File: src/rtl/set_point_scan_pkg.sv
// Shared types and widths for the set-point scan stage: coverage vector size,
// set-operation mode encodings and scan FSM state encodings.
package set_point_scan_pkg;

  localparam int COVERED_SZ = 3;
  localparam int MODE_SZ    = 2;
  localparam int STATE_SZ   = 2;

  typedef enum logic [MODE_SZ-1:0] {
    MODE1 = 2'd0,
    MODE2 = 2'd1,
    MODE3 = 2'd2,
    MODE4 = 2'd3
  } mode_t;

  typedef enum logic [STATE_SZ-1:0] {
    S_IDLE  = 2'd0,
    S_SCAN  = 2'd1,
    S_DRAIN = 2'd2
  } state_t;

endpackage

File: src/rtl/set_point_scan_if.sv
// Bus between the run controller and the scan stage: start/configuration in,
// per-point coverage stream out.
interface set_point_scan_if
  import set_point_scan_pkg::*;
#(
  parameter int COORD_W = 4
) ();

  logic                      en;
  logic [6*COORD_W-1:0]      central_i;
  logic [3*COORD_W-1:0]      radius_i;
  logic [MODE_SZ-1:0]        mode_i;
  logic [COVERED_SZ-1:0]     covered_o;
  logic [MODE_SZ-1:0]        mode_buf_o;
  logic [COORD_W-1:0]        pt_x_o;
  logic [COORD_W-1:0]        pt_y_o;
  logic                      pt_valid_o;
  logic                      last_o;
  logic                      busy_o;

  modport master (
    output en, central_i, radius_i, mode_i,
    input  covered_o, mode_buf_o, pt_x_o, pt_y_o, pt_valid_o, last_o, busy_o
  );

  modport slave (
    input  en, central_i, radius_i, mode_i,
    output covered_o, mode_buf_o, pt_x_o, pt_y_o, pt_valid_o, last_o, busy_o
  );

endinterface

File: src/rtl/circle_cover.sv
// Two-stage point-in-circle test: stage 1 registers the signed offsets from the
// centre, stage 2 registers whether dx^2+dy^2 <= r^2.
module circle_cover #(
  parameter int COORD_W = 4
) (
  input  logic               clk,
  input  logic               rst,
  input  logic               valid_i,
  input  logic [COORD_W-1:0] px,
  input  logic [COORD_W-1:0] py,
  input  logic [COORD_W-1:0] cx,
  input  logic [COORD_W-1:0] cy,
  input  logic [COORD_W-1:0] r,
  output logic               inside_o
);

  // One extra bit keeps the difference of two unsigned coordinates from wrapping.
  localparam int DW = COORD_W + 1;
  localparam int SW = 2 * COORD_W + 2;

  logic signed [DW-1:0]   dx_reg;
  logic signed [DW-1:0]   dy_reg;
  logic [COORD_W-1:0]     r_reg;
  logic                   valid_reg;
  logic                   inside_reg;

  logic signed [SW-1:0]   dx_ext;
  logic signed [SW-1:0]   dy_ext;
  logic signed [SW-1:0]   dx_sq;
  logic signed [SW-1:0]   dy_sq;
  logic [SW-1:0]          d2;
  logic [2*COORD_W-1:0]   r_wide;
  logic [2*COORD_W-1:0]   r_sq;

  // Stage 1: signed offsets of the point from the centre, radius carried along.
  always_ff @(posedge clk) begin
    if (rst) begin
      dx_reg    <= '0;
      dy_reg    <= '0;
      r_reg     <= '0;
      valid_reg <= 1'b0;
    end else begin
      dx_reg    <= $signed({1'b0, px}) - $signed({1'b0, cx});
      dy_reg    <= $signed({1'b0, py}) - $signed({1'b0, cy});
      r_reg     <= r;
      valid_reg <= valid_i;
    end
  end

  // Squared distance and squared radius, both at full width so nothing overflows.
  always_comb begin
    dx_ext = {{(SW-DW){dx_reg[DW-1]}}, dx_reg};
    dy_ext = {{(SW-DW){dy_reg[DW-1]}}, dy_reg};
    dx_sq  = dx_ext * dx_ext;
    dy_sq  = dy_ext * dy_ext;
    d2     = $unsigned(dx_sq) + $unsigned(dy_sq);
    r_wide = {{COORD_W{1'b0}}, r_reg};
    r_sq   = r_wide * r_wide;
  end

  // Stage 2: inside-or-on flag, forced low when no point is in flight.
  always_ff @(posedge clk) begin
    if (rst) begin
      inside_reg <= 1'b0;
    end else begin
      inside_reg <= valid_reg && (d2 <= {2'b00, r_sq});
    end
  end

  assign inside_o = inside_reg;

endmodule

File: src/rtl/set_point_scan.sv
// Set-point scan: latches three circles and a mode on start, walks every lattice
// point of the GRID x GRID field and streams a per-point A/B/C coverage vector.
module set_point_scan
  import set_point_scan_pkg::*;
#(
  parameter int GRID    = 8,
  parameter int COORD_W = 4
) (
  input  logic             clk,
  input  logic             rst,
  set_point_scan_if.slave  bus
);

  localparam logic [COORD_W-1:0] GRID_C = COORD_W'(GRID);
  localparam logic [COORD_W-1:0] ONE_C  = COORD_W'(1);

  state_t                state_reg;
  state_t                state_next;
  logic                  drain_cnt_reg;

  logic [COORD_W-1:0]    x_reg;
  logic [COORD_W-1:0]    y_reg;

  logic [6*COORD_W-1:0]  central_reg;
  logic [3*COORD_W-1:0]  radius_reg;
  mode_t                 mode_reg;

  logic                  start;
  logic                  issue_valid;
  logic                  issue_last;
  logic                  busy;

  logic                  valid1_reg;
  logic                  last1_reg;
  logic [COORD_W-1:0]    x1_reg;
  logic [COORD_W-1:0]    y1_reg;
  logic                  valid2_reg;
  logic                  last2_reg;
  logic [COORD_W-1:0]    x2_reg;
  logic [COORD_W-1:0]    y2_reg;

  logic [COVERED_SZ-1:0] covered;

  // FSM state register.
  always_ff @(posedge clk) begin
    if (rst) begin
      state_reg <= S_IDLE;
    end else begin
      state_reg <= state_next;
    end
  end

  // FSM next state: start on en, scan until the corner point, then drain the pipe.
  always_comb begin
    state_next = state_reg;
    case (state_reg)
      S_IDLE:  if (bus.en) state_next = S_SCAN;
      S_SCAN:  if (x_reg == GRID_C && y_reg == GRID_C) state_next = S_DRAIN;
      S_DRAIN: if (drain_cnt_reg) state_next = S_IDLE;
      default: state_next = S_IDLE;
    endcase
  end

  // FSM outputs: start strobe, point issue qualifiers and busy.
  always_comb begin
    start       = (state_reg == S_IDLE) && bus.en;
    issue_valid = (state_reg == S_SCAN);
    issue_last  = (state_reg == S_SCAN) && (x_reg == GRID_C) && (y_reg == GRID_C);
    busy        = (state_reg != S_IDLE);
  end

  // Drain timer: second DRAIN cycle is the one where the last point leaves stage 2.
  always_ff @(posedge clk) begin
    if (rst) begin
      drain_cnt_reg <= 1'b0;
    end else begin
      drain_cnt_reg <= (state_reg == S_DRAIN);
    end
  end

  // Point counters: x is the inner loop, y the outer, both starting at 1.
  always_ff @(posedge clk) begin
    if (rst) begin
      x_reg <= '0;
      y_reg <= '0;
    end else if (start) begin
      x_reg <= ONE_C;
      y_reg <= ONE_C;
    end else if (issue_valid) begin
      if (x_reg == GRID_C) begin
        x_reg <= ONE_C;
        y_reg <= y_reg + ONE_C;
      end else begin
        x_reg <= x_reg + ONE_C;
      end
    end
  end

  // Run configuration, captured only on the accepted start edge.
  always_ff @(posedge clk) begin
    if (rst) begin
      central_reg <= '0;
      radius_reg  <= '0;
      mode_reg    <= MODE1;
    end else if (start) begin
      central_reg <= bus.central_i;
      radius_reg  <= bus.radius_i;
      mode_reg    <= mode_t'(bus.mode_i);
    end
  end

  // Coordinate/valid/last side pipeline, aligned with the two circle stages.
  always_ff @(posedge clk) begin
    if (rst) begin
      valid1_reg <= 1'b0;
      last1_reg  <= 1'b0;
      x1_reg     <= '0;
      y1_reg     <= '0;
      valid2_reg <= 1'b0;
      last2_reg  <= 1'b0;
      x2_reg     <= '0;
      y2_reg     <= '0;
    end else begin
      valid1_reg <= issue_valid;
      last1_reg  <= issue_last;
      x1_reg     <= issue_valid ? x_reg : '0;
      y1_reg     <= issue_valid ? y_reg : '0;
      valid2_reg <= valid1_reg;
      last2_reg  <= last1_reg;
      x2_reg     <= x1_reg;
      y2_reg     <= y1_reg;
    end
  end

  // One coverage tester per circle; circle A lands in the MSB of the vector.
  for (genvar gi = 0; gi < COVERED_SZ; gi++) begin : g_circle
    circle_cover #(
      .COORD_W (COORD_W)
    ) u_cover (
      .clk      (clk),
      .rst      (rst),
      .valid_i  (issue_valid),
      .px       (x_reg),
      .py       (y_reg),
      .cx       (central_reg[(6-2*gi)*COORD_W-1 -: COORD_W]),
      .cy       (central_reg[(5-2*gi)*COORD_W-1 -: COORD_W]),
      .r        (radius_reg[(3-gi)*COORD_W-1 -: COORD_W]),
      .inside_o (covered[COVERED_SZ-1-gi])
    );
  end

  assign bus.covered_o  = covered;
  assign bus.mode_buf_o = mode_reg;
  assign bus.pt_x_o     = x2_reg;
  assign bus.pt_y_o     = y2_reg;
  assign bus.pt_valid_o = valid2_reg;
  assign bus.last_o     = last2_reg;
  assign bus.busy_o     = busy;

endmodule

File: src/flat_wrapper.sv
// flat-port wrapper written by rule: the top's interface ports become plain ports
module set_point_scan_flat import set_point_scan_pkg::*;
#(
  parameter int GRID    = 8,
  parameter int COORD_W = 4
)
  (clk, rst, bus_en, bus_central_i, bus_radius_i, bus_mode_i, bus_covered_o, bus_mode_buf_o, bus_pt_x_o, bus_pt_y_o, bus_pt_valid_o, bus_last_o, bus_busy_o);
  set_point_scan_if #(.COORD_W(COORD_W)) bus_i ();
  input  logic clk;
  input  logic rst;
  input wire logic [$bits(bus_i.en)-1:0] bus_en;
  input wire logic [$bits(bus_i.central_i)-1:0] bus_central_i;
  input wire logic [$bits(bus_i.radius_i)-1:0] bus_radius_i;
  input wire logic [$bits(bus_i.mode_i)-1:0] bus_mode_i;
  output wire logic [$bits(bus_i.covered_o)-1:0] bus_covered_o;
  output wire logic [$bits(bus_i.mode_buf_o)-1:0] bus_mode_buf_o;
  output wire logic [$bits(bus_i.pt_x_o)-1:0] bus_pt_x_o;
  output wire logic [$bits(bus_i.pt_y_o)-1:0] bus_pt_y_o;
  output wire logic [$bits(bus_i.pt_valid_o)-1:0] bus_pt_valid_o;
  output wire logic [$bits(bus_i.last_o)-1:0] bus_last_o;
  output wire logic [$bits(bus_i.busy_o)-1:0] bus_busy_o;
  assign bus_i.en = bus_en;
  assign bus_i.central_i = bus_central_i;
  assign bus_i.radius_i = bus_radius_i;
  assign bus_i.mode_i = bus_mode_i;
  assign bus_covered_o = bus_i.covered_o;
  assign bus_mode_buf_o = bus_i.mode_buf_o;
  assign bus_pt_x_o = bus_i.pt_x_o;
  assign bus_pt_y_o = bus_i.pt_y_o;
  assign bus_pt_valid_o = bus_i.pt_valid_o;
  assign bus_last_o = bus_i.last_o;
  assign bus_busy_o = bus_i.busy_o;
  set_point_scan #(.GRID(GRID), .COORD_W(COORD_W)) u_core (.clk(clk), .rst(rst), .bus(bus_i));
endmodule
File: config.mk
export PLATFORM = sky130hd
export DESIGN_NAME = set_point_scan_flat
export DESIGN_NICKNAME = d
export VERILOG_FILES = /design/src/rtl/set_point_scan_pkg.sv /design/src/rtl/set_point_scan_if.sv /design/src/rtl/circle_cover.sv /design/src/rtl/set_point_scan.sv /design/src/flat_wrapper.sv
export SDC_FILE = /design/constraint.sdc
export NUM_CORES = 1
export LEC_CHECK = 0
export CAP_MARGIN = 10
export CORE_UTILIZATION = 55
export DETAILED_ROUTE_END_ITERATION = 16
export PLACE_DENSITY_LB_ADDON = 0.12
export REMOVE_ABC_BUFFERS = 1
export SLEW_MARGIN = 20
export SYNTH_ARGS = -nofsm -noshare
export SYNTH_HDL_FRONTEND = slang
export SYNTH_SLANG_ARGS = --single-unit
File: constraint.sdc
create_clock -name clk -period 6.9 [get_ports clk]
set_input_delay 1.38 -clock clk [delete_from_list [all_inputs] [get_ports clk]]
set_output_delay 1.38 -clock clk [all_outputs]
set_load 0.05 [all_outputs]
==> results_dict.tcl <==
set metrics [dict create \
    first_iter_violations 288 \
    wl_um 19700 \
    start_util 0.565 \
    multiInputGateArea_um2 7100 \
    gp_congestion 0.835 \
    finalClockSkew_ps 10.9 \
    synth_cells 1113 \
    status "finished, violations left" \
    cts-root-buf "clkbuf_16" \
    finalPower_mw 2.81 \
    portBuffers 56 \
    viasPerCell 4.98 \
    reg2reg_setup_slack_ps 1650 \
    area_growth_pct 13.2 \
    synth.distinct_cells 38 \
    synth-edff-count 0 \
    synth-async-reset-ratio 0 \
    ys_warn_count 0 \
    grt_max_degree 97 \
    syn-cell-area_um2 10300 \
    cts_tree "yes" \
    use_met3 0.0325 \
    grt.busiest_layer "met2" \
    cellPowerDensity_nw_per_um2 242 \
    ir_worst_vdd_v 0.000192 \
    worstRegToRegCells 17 \
    worst_path_max_delay_cell "fa_1" \
    leakagePower_nw 5.66 \
    critPathMaxFanout 6 \
    fp.dieArea_um2 19200 \
    drv_slew 0 \
    cts_resized 0 \
    grt_pass1_wl_um 34100 \
    clock_latency_ps 420 \
    clk_pin_slew_ps 60 \
    drc 4 \
    use_met1 0.312 \
    wire_per_inst_um 14.0 \
    die_y_um 139 \
    hold_viol 0 \
    timing.final.crit_share 0.761 \
    grt_use_total 0.223 \
    rows 49 \
    critPathKind "reg -> reg" \
    crit_top_cell "fa_1" \
    overflow 0 \
    slew_headroom 0.348 \
    cts_setup_buffers 0 \
    cp-end-kind "flip-flop" \
    seq_area_um2 2280 \
    ant_nets 0 \
    tightest_slew_ps 978 \
    synth-seq-cells 114 \
    violations "DRC" \
    tns_ps 0 \
    clock_sink_count 114 \
    grt_pass1_vias 7202 \
    htreeDepth 4 \
    path_depth 17 \
    endpoint "u_core.g_circle[2].u_cover.inside_o" \
    r2r-end "u_core.g_circle[2].u_cover.inside_o" \
    vias 7028 \
    antenna_found_initial 0 \
    largest_reg_flops 24 \
    cp_num_buf_inv 3 \
    fin_crit_ps 5250 \
    fillers 1577 \
    hp-class "reg -> reg" \
    clk_path_buf_depth 2 \
    rsz0062_at_grt "false" \
    final_nets 1469 \
    antennaDiodeCount 0 \
    clock.fmax_ghz 0.190 \
    max_stage_delay_ps 540 \
    setup_violations 0 \
    cts_hold_buffers 0 \
    cts_buffers 17 \
    maxCapViolCount 0 \
    firstDrtPassIters 10 \
    dp_hpwl_um 15300 \
    worstPathCellList "inv_1 > nor2_1 > fa_1 > inv_1 > fa_1 > fa_1 > inv_1 > fa_1 > fa_1 > fa_1 > xor2_1 > ha_1 > a21o_1 > a211oi_1 > o31ai_1 > a21oi_1 > and3_1" \
    start_kind "flip-flop" \
    crit_arrival_ps 5620 \
    die_w_um 139 \
    hold_start "u_core.y1_reg[2]" \
    ys_seq_area_frac 0.222 \
    met2_usage 0.369 \
    ys.flop_type "dfxtp_1" \
    worstSetupStartpoint "u_core.g_circle[2].u_cover.dy_reg[1]" \
    path_delay_family "adder cells" \
    io_pins 57 \
    worstPathRequired_ps 7270 \
    drive_gt1_frac 0.0389 \
    r2r-start "u_core.g_circle[2].u_cover.dy_reg[1]" \
    syn_avg_cell_area_um2 9.22 \
    coreArea_um2 18100 \
]
[worst min path at each step]
| stage | slack, ps | cells after the start | to |
|---|---|---|---|
| floorplan | 410 | 1 | u_core.bus.last_o |
| global placement | 420 | 1 | u_core.bus.pt_y_o[3] |
| detailed placement | 430 | 1 | u_core.bus.pt_y_o[2] |
| CTS | 440 | 1 | u_core.bus.pt_y_o[2] |
| global route | 460 | 1 | u_core.bus.pt_y_o[2] |
| finish | 440 | 1 | u_core.bus.pt_y_o[2] |
[through the flow]
stage	util	worst slack [ps]	cell area (um2)	std cells	hold slack (ps)
floorplan	-	1960	10200	1092	414
global placement	0.608	1780	11000	1379	425
detailed placement	0.608	1650	11000	1379	429
CTS	0.640	1640	11600	1411	439
global route	0.640	1360	11600	1411	457
finish	0.640	1650	11600	1411	437
[power breakdown]
group          internal, mW  switching [mW]
Sequential            0.699          0.0484
Clock                 0.515           0.375
Combinational         0.536           0.634
[cell usage in the layout, fill, tap and decap left out, drive strengths merged, types with 4 or more instances in the layout]
master | synthesis | final
dfxtp | 114 | 114
xor2 | 22 | 22
clkdlybuf4s50 | 0 | 55
nor2b | 54 | 54
nand2b | 16 | 16
nor2 | 41 | 41
fa | 114 | 114
inv | 208 | 219
nand4 | 4 | 4
or2 | 5 | 5
nand2 | 108 | 108
nor3 | 15 | 15
a211oi | 10 | 10
a21oi | 75 | 75
clkbuf | 14 | 17
a21o | 20 | 20
xnor2 | 45 | 45
o21a | 6 | 6
and2 | 49 | 49
ha | 145 | 145
o21ai | 9 | 9
o21bai | 6 | 6
[layout make-up]
type	count	share of cell area
multi-input combinational	770	0.612
inverter	208	0.0672
timing repair buffer	58	0.0493
sequential	114	0.196
clock inverter	15	0.0140
tap	229	0.0247
clock buffer	17	0.0366
[kinds of logic after synthesis]
kind of cell / count (synthesis) / synth area share
compound gates: 134 / 0.0774
xor+xnor: 70 / 0.0638
fa+ha+maj: 259 / 0.399
buf+inv: 229 / 0.0850
flops: 114 / 0.222
mux: 1 / 0.000976
simple gates: 306 / 0.151
[metal layers]
metal	part of all wire	wire length (um)
met1	0.48	9540
met2	0.48	9400
met3	0.030	589
met4	0.010	206
met5	0	0
[Yosys cell counts (16+ instances only)]
| cell | count | area (um2) |
|---|---|---|
| dfxtp_1 | 114 | 2280 |
| nor2_1 | 41 | 154 |
| xor2_1 | 22 | 193 |
| xnor2_1 | 45 | 394 |
| inv_1 | 208 | 781 |
| nand2b_1 | 16 | 100 |
| a21o_1 | 20 | 150 |
| nand2_1 | 108 | 405 |
| nor2b_1 | 54 | 338 |
| and2_1 | 47 | 294 |
| ha_1 | 145 | 1810 |
| a21oi_1 | 75 | 375 |
| fa_1 | 114 | 2280 |
[worst register-to-register path, stage by stage (launching register included)]
cell      delay (ps)
dfxtp_1          410
inv_1             90
nor2_1           270
fa_1             460
inv_1             70
fa_1             430
fa_1             510
inv_1             60
fa_1             500
fa_1             540
fa_1             500
xor2_1           190
ha_1             320
a21o_1           180
a211oi_1         230
o31ai_1          100
a21oi_1          170
and3_1           170
Note: power is estimated with default switching activity, not from simulation.
